`config.mk`:
```
export PLATFORM = sky130hd
export DESIGN_NAME = edu_tpu_nxn
export DESIGN_NICKNAME = d
export VERILOG_FILES = /design/src/rtl/edu_tpu_nxn.sv
export SDC_FILE = /design/constraint.sdc
export NUM_CORES = 1
export LEC_CHECK = 0
export ABC_CLOCK_PERIOD_IN_PS = 7000
export CORE_AREA = 3 3 240 242
export CTS_BUF_LIST = sky130_fd_sc_hd__clkbuf_4 sky130_fd_sc_hd__clkbuf_8 sky130_fd_sc_hd__clkbuf_16
export CTS_CLUSTER_DIAMETER = 150
export CTS_CLUSTER_SIZE = 24
export DETAILED_ROUTE_END_ITERATION = 7
export DIE_AREA = 0 0 243 245
export PLACE_DENSITY = 0.81
export SYNTH_ARGS = -nofsm -noshare
export SYNTH_HDL_FRONTEND = slang
export SYNTH_SLANG_ARGS = --single-unit
```
`constraint.sdc`:
```
create_clock -name caravel_wb_clk_i -period 7 [get_ports caravel_wb_clk_i]
set_clock_uncertainty 0.2 [all_clocks]
set_input_delay 1.4 -clock caravel_wb_clk_i [delete_from_list [all_inputs] [get_ports caravel_wb_clk_i]]
set_output_delay 1.4 -clock caravel_wb_clk_i [all_outputs]
set_load 0.02 [all_outputs]
```
`src/rtl/edu_tpu_nxn.sv`:
```
// edu_tpu_nxn: Wishbone-attached N x N unsigned 8-bit matrix-vector engine with in/out FIFOs.
// Optional macro EDU_TPU_IRQ_EN adds the registered irq_o output and CTRL bit2 (irq_en).

module edu_tpu_mac #(
  parameter int ACC_WIDTH = 20
) (
  input  logic                 clk,
  input  logic                 rst,
  input  logic                 clr,
  input  logic                 en,
  input  logic [7:0]           a,
  input  logic [7:0]           b,
  output logic [ACC_WIDTH-1:0] acc
);
  logic [15:0] prod;
  assign prod = {8'd0, a} * {8'd0, b};

  always_ff @(posedge clk) begin
    if (rst || clr) acc <= '0;
    else if (en)    acc <= acc + ACC_WIDTH'(prod);
  end
endmodule

module edu_tpu_nxn #(
  parameter logic [31:0] BASE_ADDRESS = 32'h3000_0000,
  parameter int          ARRAY_SIZE   = 3,
  parameter int          FIFO_DEPTH   = 4,
  parameter int          ACC_WIDTH    = 20
) (
  input  logic        caravel_wb_clk_i,
  input  logic        caravel_wb_rst_i,
  input  logic        caravel_wb_stb_i,
  input  logic        caravel_wb_cyc_i,
  input  logic        caravel_wb_we_i,
  input  logic [3:0]  caravel_wb_sel_i,
  input  logic [31:0] caravel_wb_dat_i,
  input  logic [31:0] caravel_wb_adr_i,
  output logic        caravel_wb_ack_o,
  output logic [31:0] caravel_wb_dat_o
`ifdef EDU_TPU_IRQ_EN
  ,
  output logic        irq_o
`endif
);
  localparam int N         = ARRAY_SIZE;
  localparam int VW        = 8 * N;
  localparam int OUT_DEPTH = FIFO_DEPTH * N;
  localparam int IPW       = $clog2(FIFO_DEPTH);
  localparam int OPW       = $clog2(OUT_DEPTH);
  localparam int KW        = (N > 1) ? $clog2(N) : 1;

  typedef enum logic [1:0] {IDLE, LOAD, COMPUTE, DRAIN} state_t;

  logic clk, rst;
  assign clk = caravel_wb_clk_i;
  assign rst = caravel_wb_rst_i;

  // Bus decode
  logic       hit, req, wr, rd;
  logic [2:0] off;
  assign hit = caravel_wb_adr_i[31:5] == BASE_ADDRESS[31:5];
  assign off = caravel_wb_adr_i[4:2];
  assign req = caravel_wb_stb_i && caravel_wb_cyc_i && hit && !caravel_wb_ack_o;
  assign wr  = req && caravel_wb_we_i;
  assign rd  = req && !caravel_wb_we_i;

  logic unused_ok;
  assign unused_ok = ^{caravel_wb_sel_i, caravel_wb_adr_i[1:0], caravel_wb_dat_i};

  logic soft_clr;
  assign soft_clr = wr && off == 3'd0 && caravel_wb_dat_i[1];

  // Architectural state
  state_t                    state;
  logic [KW-1:0]             k, wptr;
  logic [N-1:0][N-1:0][7:0]  w;
  logic [N-1:0][7:0]         x;
  logic                      run, ovf, wgt_err;
`ifdef EDU_TPU_IRQ_EN
  logic                      irq_en;
`endif

  logic [VW-1:0]             in_mem [FIFO_DEPTH];
  logic [IPW-1:0]            in_wp, in_rp;
  logic [IPW:0]              in_cnt;
  logic [ACC_WIDTH-1:0]      out_mem [OUT_DEPTH];
  logic [OPW-1:0]            out_wp, out_rp;
  logic [OPW:0]              out_cnt;

  logic in_full, in_empty, out_full, out_empty, busy;
  assign in_full   = in_cnt == (IPW+1)'(FIFO_DEPTH);
  assign in_empty  = in_cnt == '0;
  assign out_full  = out_cnt == (OPW+1)'(OUT_DEPTH);
  assign out_empty = out_cnt == '0;
  assign busy      = state != IDLE;

  logic in_push, in_pop, in_ovf, out_push, out_pop, start, acc_en, k_last;
  assign in_push  = wr && off == 3'd3 && !in_full;
  assign in_ovf   = wr && off == 3'd3 && in_full;
  // Only start when the whole result vector is guaranteed a slot in the output FIFO.
  assign start    = state == IDLE && run && !in_empty && !soft_clr &&
                    int'(out_cnt) <= OUT_DEPTH - N;
  assign in_pop   = start;
  assign out_push = state == DRAIN;
  assign out_pop  = rd && off == 3'd4 && !out_empty;
  assign acc_en   = (state == LOAD || state == COMPUTE) && !soft_clr;
  assign k_last   = k == KW'(N - 1);

  // One MAC lane per output column; all lanes consume x[k] in step k.
  logic [N-1:0][ACC_WIDTH-1:0] acc;
  for (genvar j = 0; j < N; j++) begin : g_lane
    edu_tpu_mac #(.ACC_WIDTH(ACC_WIDTH)) u_lane (
      .clk (clk),
      .rst (rst),
      .clr (start),
      .en  (acc_en),
      .a   (x[k]),
      .b   (w[k][j]),
      .acc (acc[j])
    );
  end

  logic [31:0] rdata;
  always_comb begin
    rdata = '0;
    case (off)
      3'd0: begin
        rdata[0] = run;
`ifdef EDU_TPU_IRQ_EN
        rdata[2] = irq_en;
`endif
      end
      3'd1: begin
        rdata[0]     = busy;
        rdata[1]     = in_full;
        rdata[2]     = in_empty;
        rdata[3]     = out_full;
        rdata[4]     = out_empty;
        rdata[5]     = ovf;
        rdata[6]     = wgt_err;
        rdata[15:8]  = 8'(in_cnt);
        rdata[23:16] = 8'(out_cnt);
      end
      3'd4: if (!out_empty) rdata = 32'(out_mem[out_rp]);
      default: rdata = '0;
    endcase
  end

  always_ff @(posedge clk) begin
    if (rst) begin
      caravel_wb_ack_o <= 1'b0;
      caravel_wb_dat_o <= '0;
      state   <= IDLE;
      k       <= '0;
      wptr    <= '0;
      w       <= '0;
      x       <= '0;
      run     <= 1'b0;
      ovf     <= 1'b0;
      wgt_err <= 1'b0;
`ifdef EDU_TPU_IRQ_EN
      irq_en  <= 1'b0;
`endif
      in_wp   <= '0;
      in_rp   <= '0;
      in_cnt  <= '0;
      out_wp  <= '0;
      out_rp  <= '0;
      out_cnt <= '0;
      for (int i = 0; i < FIFO_DEPTH; i++) in_mem[i] <= '0;
      for (int i = 0; i < OUT_DEPTH; i++)  out_mem[i] <= '0;
    end else begin
      caravel_wb_ack_o <= req;
      caravel_wb_dat_o <= rd ? rdata : '0;

      if (wr && off == 3'd0) begin
        run <= caravel_wb_dat_i[0];
`ifdef EDU_TPU_IRQ_EN
        irq_en <= caravel_wb_dat_i[2];
`endif
      end
      if (wr && off == 3'd1) begin
        if (caravel_wb_dat_i[5]) ovf     <= 1'b0;
        if (caravel_wb_dat_i[6]) wgt_err <= 1'b0;
      end
      if (wr && off == 3'd2) begin
        if (busy) wgt_err <= 1'b1;
        else begin
          w[wptr] <= caravel_wb_dat_i[VW-1:0];
          wptr    <= (wptr == KW'(N - 1)) ? '0 : wptr + KW'(1);
        end
      end
      if (in_ovf) ovf <= 1'b1;

      if (in_push) begin
        in_mem[in_wp] <= caravel_wb_dat_i[VW-1:0];
        in_wp         <= in_wp + IPW'(1);
      end
      if (in_pop) in_rp <= in_rp + IPW'(1);
      in_cnt <= in_cnt + (IPW+1)'(in_push) - (IPW+1)'(in_pop);

      // Output FIFO depth need not be a power of two, so pointers wrap explicitly.
      if (out_push) begin
        out_mem[out_wp] <= acc[k];
        out_wp <= (out_wp == OPW'(OUT_DEPTH - 1)) ? '0 : out_wp + OPW'(1);
      end
      if (out_pop) out_rp <= (out_rp == OPW'(OUT_DEPTH - 1)) ? '0 : out_rp + OPW'(1);
      out_cnt <= out_cnt + (OPW+1)'(out_push) - (OPW+1)'(out_pop);

      case (state)
        IDLE: if (start) begin
          x     <= in_mem[in_rp];
          k     <= '0;
          state <= LOAD;
        end
        LOAD, COMPUTE: begin
          k     <= k_last ? '0 : k + KW'(1);
          state <= k_last ? DRAIN : COMPUTE;
        end
        DRAIN: begin
          k <= k_last ? '0 : k + KW'(1);
          if (k_last) state <= IDLE;
        end
        default: state <= IDLE;
      endcase

      if (soft_clr) begin
        state   <= IDLE;
        k       <= '0;
        wptr    <= '0;
        ovf     <= 1'b0;
        wgt_err <= 1'b0;
        in_wp   <= '0;
        in_rp   <= '0;
        in_cnt  <= '0;
        out_wp  <= '0;
        out_rp  <= '0;
        out_cnt <= '0;
      end
    end
  end

`ifdef EDU_TPU_IRQ_EN
  always_ff @(posedge clk) begin
    if (rst) irq_o <= 1'b0;
    else     irq_o <= irq_en && !out_empty;
  end
`endif

endmodule

```
Yosys cells after proc, flatten, opt, wreduce, memory -nomap -nowiden
Memories as Yosys holds them, arrays and structs flattened. A register that Yosys moved wholly into a read port is not among the register bits. Cells that the tools add are included. Widths: inputs -> output; s select.

Memories: 2. Bits in read-only memories: 0. Bits in latches: 0. Logic and storage cells: 162. Register bits: 194. Bits of input ports: 73. Memory bits (writable): 336.

Memories: out_mem (words 12, width 20, read ports 1, clocked after memory_dff 1, write ports 12, line 86) `logic [ACC_WIDTH-1:0] out_mem [OUT_DEPTH];`; in_mem (words 4, width 24, read ports 1, clocked after memory_dff 1, write ports 4, line 83) `logic [VW-1:0] in_mem [FIFO_DEPTH];`.

Bitwise operators: 3. $add $sub $neg: 13. Div/mod/pow operators: 0. Reduce and logical (&&, ||, !) cells: 47. Shifts and indexed selects: 0. Muxes and demuxes: 46. Order comparisons: 4. Equality and inequality tests: 16. Multiply operators: 3.

Operator list (count): $bwmux 72 (1); $mux 24 (3); $add 20x16->20 (3); $mux 20 (3); $bmux 24 s2 (1); $demux 24 s2 (1); $mul 8x8->16 (3); $bmux 20 s2 (1); $pmux 16 s2 (1); $eq 27x25->1 const B (1); $reduce_or 24->1 (1); $logic_and 1x1->1 (20); $mux 4 (5); $reduce_or 20->1 (1); $mux 1 (18); $bmux 8 s2 (1); $mux 2 (6); $pmux 6 s2 (1); $add 2x1->2 const B (4); $add 4x1->4 const B (2); $eq 2x2->1 const B (4); $eq 4x4->1 const B (2); $mux 8 (1); $reduce_and 2->1 (4); 26 further kinds (44).

Longest topological paths before layout
Depth in word-level cells: 11. Mapped depth: 22. Gate-level depth less buffers: 20.

Hierarchy
A second synthesis with hierarchy kept.

Cells, all modules: 3151. Area total of the unflattened synthesis: 35441.5 µm².

By module, submodules not included: edu_tpu_nxn (times used 1, cells each 1886, seq. area each 15514.9 µm², area each 24967.7 µm²); edu_tpu_mac at g_lane[0].u_lane ... (times used 2, cells each 426, seq. area each 400.4 µm², area each 3533.4 µm²); edu_tpu_mac at g_lane[1].u_lane (times used 1, cells each 413, seq. area each 400.4 µm², area each 3407.0 µm²).

Least setup slack after synthesis
OpenSTA, ideal clock, no wires.

Kind: register -> register. From: reg k[0]. To: reg g_lane[2].u_lane.acc[16]. Arrival time: 5509 ps. Buffers on the path: 2. Slack: 1174 ps. Clock period less this slack: 5826 ps. Stages on the path, launching flop included: 21. Data required time: 6683 ps. Cell sequence: dfxtp_1 -> buf_1 -> clkbuf_1 -> mux2i_1 -> nor2_1 -> a21oi_1 -> nor2_1 -> fa_1 -> fa_1 -> fa_1 -> inv_1 -> fa_1 -> inv_1 -> ha_1 -> a21o_1 -> a21oi_1 -> o211ai_1 -> a2111o_1 -> a41oi_1 -> mux2i_1 -> nand2_1.

Cells in the longest elaborated chain, start to end: 4.

RTL lines: start: declaration (line 75) `logic [KW-1:0] k, wptr;`; start signal: assignment (line 217) `k <= k_last ? '0 : k + KW'(1);`; start signal: assignment (line 221) `k <= k_last ? '0 : k + KW'(1);`; $bmux 8 s2 or $bmux 24 s2 (tied branches) (line 117, 118); $mux 8 (implied by the code) or $mux 24 (tied branches) (line 117, 118); $mul 8x8->16 * (line 16) `assign prod = {8'd0, a} * {8'd0, b};`; $add 20x16->20 * (line 20) `else if (en) acc <= acc + ACC_WIDTH'(prod);`; end signal: assignment (line 20); end: declaration (line 13) `output logic [ACC_WIDTH-1:0] acc`.

Mark *: on every way between the ends. The rest lies on a longest branch, timed or not. The select of a mux whose other input is x is not followed. A chain may end at the register's enable or synchronous reset.

Worst setup path in the final report
From: reg k[0]. To: reg g_lane[1].u_lane.acc[16].

Cells in the longest elaborated chain, start to end: 4.

RTL lines (line): $bmux 8 s2 or $bmux 24 s2 (tied branches) (117, 118); $mux 8 (implied by the code) or $mux 24 (tied branches); $mul 8x8->16 * (16); $add 20x16->20 * (20); end signal: assignment (20); end: declaration (13).

Marks and branches as above.

==> flow_summary_export.csv <==
group,metric,value,unit
flow_run,drv_cap,0,
synthesis,synth_top_family_by_area,"adder cells",
die,start_util,0.619,
synthesis,synth-xor-area-share,0.00793,
timing,finalHoldViolations,0,
detailed_routing,wl,84400,µm
finish,finish.utilization,0.663,
synthesis,muxShareOfSynthArea,0.0983,
pwr,power.density,179,mW/mm²
finish,instances_no_fill,3942,
timing,max_slew_margin,0.111,
critical_path,crit_required,7.33,ns
pwr,cell_internal_pwr,5.07,mW
critical_path,r2r_slack,0.57,ns
placement,portBuffers,80,
worst_hold_path,min_from,"w[6]",
pwr,switching_power,1.48,mW
worst_hold_path,hold_path.class,"reg -> reg",
synthesis,ys_ff_latch,627,
detailed_routing,ant_nets,0,
clocking,clock-sinks,627,
critical_path,arrival,6.76,ns
timing,setup_viol,0,
detailed_routing,dr.pass1.iters,6,
finish,final_cell_mix,"nor2_1 (510), nand2_1 (430), edfxtp_1 (416), inv_1 (356), a21oi_1 (213)",
placement,place.gp.congestion,0.925,
synthesis,synth-simple-area-share,0.137,
detailed_routing,drt_first_iter_violations,2402,
synthesis,syn_inst,3190,
finish,layout-drive-gt1-share,0.0817,
timing,slew_violations,0,
timing,fmax,155,MHz
finish,area_growth,7.02,%
synthesis,synth.distinct_cells,70,
clocking,h-tree-depth,1,
synthesis,syn_area_per_cell,10.7,µm²
global_route,grt_pass1_wl,134000,µm
timing,worst_slew_pin_slew,1.33,ns
pwr,ir_drop,0.214,mV
die,fp.coreArea,0.0553,mm²
global_route,grt.total_usage,0.288,
critical_path,reg2reg_from,"k[0]",
synthesis,synthAdderAreaFrac,0.141,
pwr,power_frac_clock,0.319,
critical_path,timing.rr.end,"g_lane[1].u_lane.acc[16]",
clocking,cts_tree,"done",
synthesis,synth-edff-count,416,
worst_hold_path,worstHoldPathCells,2,
synthesis,synth-compound-area-share,0.0661,
finish,final_common_cell,"nor2_1",
global_route,grt_max_degree,100,
placement,hpwl,58900,µm
critical_path,cp-start-kind,"flip-flop",
synthesis,ys.flop_type,"edfxtp_1",
placement,placedCellCount,3885,
timing,period_share,0.919,
critical_path,cp_max_fo,27,
synthesis,ys_warn_count,0,
status,status,"finished, final reports clean",
timing,timing.final.crit_period,6.43,ns
finish,fillers,3982,
clocking,cts_setup_buffers,0,
worst_hold_path,min_to,"w[6]",
timing,rsz0062_at_grt,"no",
timing,setup_tns,0,ns
die,die_x,243,µm
clocking,clockBufferDepth,3,
global_route,antenna_found_initial,1,
pwr,seq_power_share,0.618,
global_route,grt_overflow,0,
pwr,p_leak,14.0,nW
detailed_routing,wire_per_inst,21.4,µm
detailed_routing,post-route-drc-count,0,
synthesis,syn_area,0.0343,mm²
pwr,total_power,6.55,mW
clocking,ctsResizeCount,0,
timing,layout_setup_ws,0.567,ns
clocking,clkLatencyLatePin,0.63,ns
pwr,switching_share,0.226,
global_route,first_global_vias,24702,
finish,nets,3537,
critical_path,path_class,"reg -> reg",
die,dieHeight,245,µm
synthesis,yosysSeqAreaShare,0.488,
die,io_pins,106,
placement,preCtsSetupSlack,0.599,ns
detailed_routing,avgViaCountPerCell,6.05,
critical_path,r2r_cells,20,
die,fp.dieArea,0.0595,mm²
critical_path,worst_setup_path_end_kind,"flip-flop",
synthesis,ys_async_sr_fraction,0,
die,rows,86,
clocking,cts-buffers-inserted,30,
detailed_routing,num_vias,23859,
clocking,clockRootBuffer,"clkbuf_16",
pwr,comb_power_share,0.063,
clocking,clk_pin_slew,0.11,ns
clocking,holdBufCountCts,0,
==> stage by stage <==
stage	instance area [µm²]	hold WS, ns
after floorplan	34300	0.231
after global placement	35700	0.238
after detailed placement	35700	0.246
after CTS	36700	0.258
after global routing	36700	0.269
final	36700	0.259
==> logic make-up (layout without fill, tap and decap cells) <==
group	after synthesis	after routing
adder cells (fa/ha/maj)	295	295
buffers and inverters	545	538
flip-flops	627	627
XOR/XNOR	31	31
other	1	12
AND/OR/NAND/NOR	1125	1125
AO/OA/AOI/OAI	381	381
multiplexers	185	185
==> registers in the layout (all words and copies together) (netlist names), named ones only <==
signal / cells
caravel_wb_ack_o: 1
caravel_wb_dat_o: 21
g_lane.u_lane.acc: 60
in_cnt: 3
in_mem: 96
in_rp: 2
in_wp: 2
k: 2
out_cnt: 5
out_mem: 320
out_rp: 4
out_wp: 4
ovf: 1
run: 1
state: 2
w: 72
wgt_err: 1
wptr: 2
x: 24
==> routing by layer <==
layer  global-route usage  wire (µm)  part of all wire
met5                    0          0                 0
met4                0.116       3540             0.042
met3               0.0331       6580             0.078
met2                0.507      42600              0.50
met1                0.366      31700              0.38
==> cell type report <==
type / count / area (µm²) / share of cell area
antenna: 1 / 2.50 / 0.0000683
tap: 748 / 936 / 0.0255
timing repair buffer: 124 / 1130 / 0.0308
clock inverter: 2 / 25.0 / 0.000683
sequential: 627 / 16700 / 0.456
multi-input combinational: 2028 / 15600 / 0.424
clock buffer: 54 / 948 / 0.0259
inverter: 358 / 1340 / 0.0367
==> critical path, stage by stage, from the launching register on <==
cell and delay [ns]:
dfxtp_4 0.51, nor2b_4 0.34, buf_4 0.37, a21oi_1 0.11, buf_4 0.22, or2_2 0.33, fa_1 0.48, fa_1 0.49
inv_1 0.05, fa_1 0.48, inv_1 0.05, fa_1 0.49, inv_1 0.06, ha_1 0.23, nor3_1 0.22, o21ai_0 0.19
a311oi_1 0.51, o21ai_0 0.26, a31oi_1 0.29, nor4_1 0.08, a311o_1 0.35
==> worst max-delay path by stage <==
stage                     from                        to
after floorplan           k[0]  g_lane[2].u_lane.acc[16]
after global placement    k[0]  g_lane[1].u_lane.acc[16]
after detailed placement  k[0]  g_lane[1].u_lane.acc[16]
after CTS                 k[0]  g_lane[1].u_lane.acc[16]
after global routing      k[0]  g_lane[1].u_lane.acc[16]
final                     k[0]  g_lane[1].u_lane.acc[16]
==> power groups by stage <==
stage	registers (mW)	clock network (mW)	logic [mW]
after detailed placement	4.13	0	0.404
final	4.05	2.09	0.412
after floorplan	4.12	0	0.255
after global routing	4.06	2.20	0.445
after global placement	4.12	0	0.391
after CTS	4.05	2.09	0.407
==> synthesized netlist by cell type, drive strengths merged (3+ instances only) <==
cell / count / area (µm²)
a211oi: 19 / 143
a21o: 36 / 270
a21oi: 214 / 1070
a22o: 8 / 70.1
a311o: 3 / 30.0
a311oi: 4 / 35.0
a31oi: 6 / 37.5
a41oi: 3 / 26.3
and2: 34 / 213
and3: 10 / 62.6
buf: 51 / 255
clkbuf: 136 / 510
dfxtp: 211 / 4220
edfxtp: 416 / 12500
fa: 152 / 3040
ha: 143 / 1790
inv: 358 / 1340
mux2i: 63 / 631
mux4: 121 / 2730
nand2: 430 / 1610
nand2b: 14 / 87.6
nand3: 26 / 130
nand4: 8 / 56.3
nor2: 512 / 1920
nor2b: 20 / 125
nor3: 31 / 165
nor3b: 3 / 43.8
nor4: 8 / 50.1
o211ai: 10 / 75.1
o21a: 8 / 60.1
o21ai: 45 / 225
o2bb2ai: 3 / 26.3
o31ai: 3 / 22.5
or2: 9 / 56.3
or3: 9 / 56.3
xnor2: 19 / 166
xor2: 12 / 105
(Power assumes the default switching activity.)
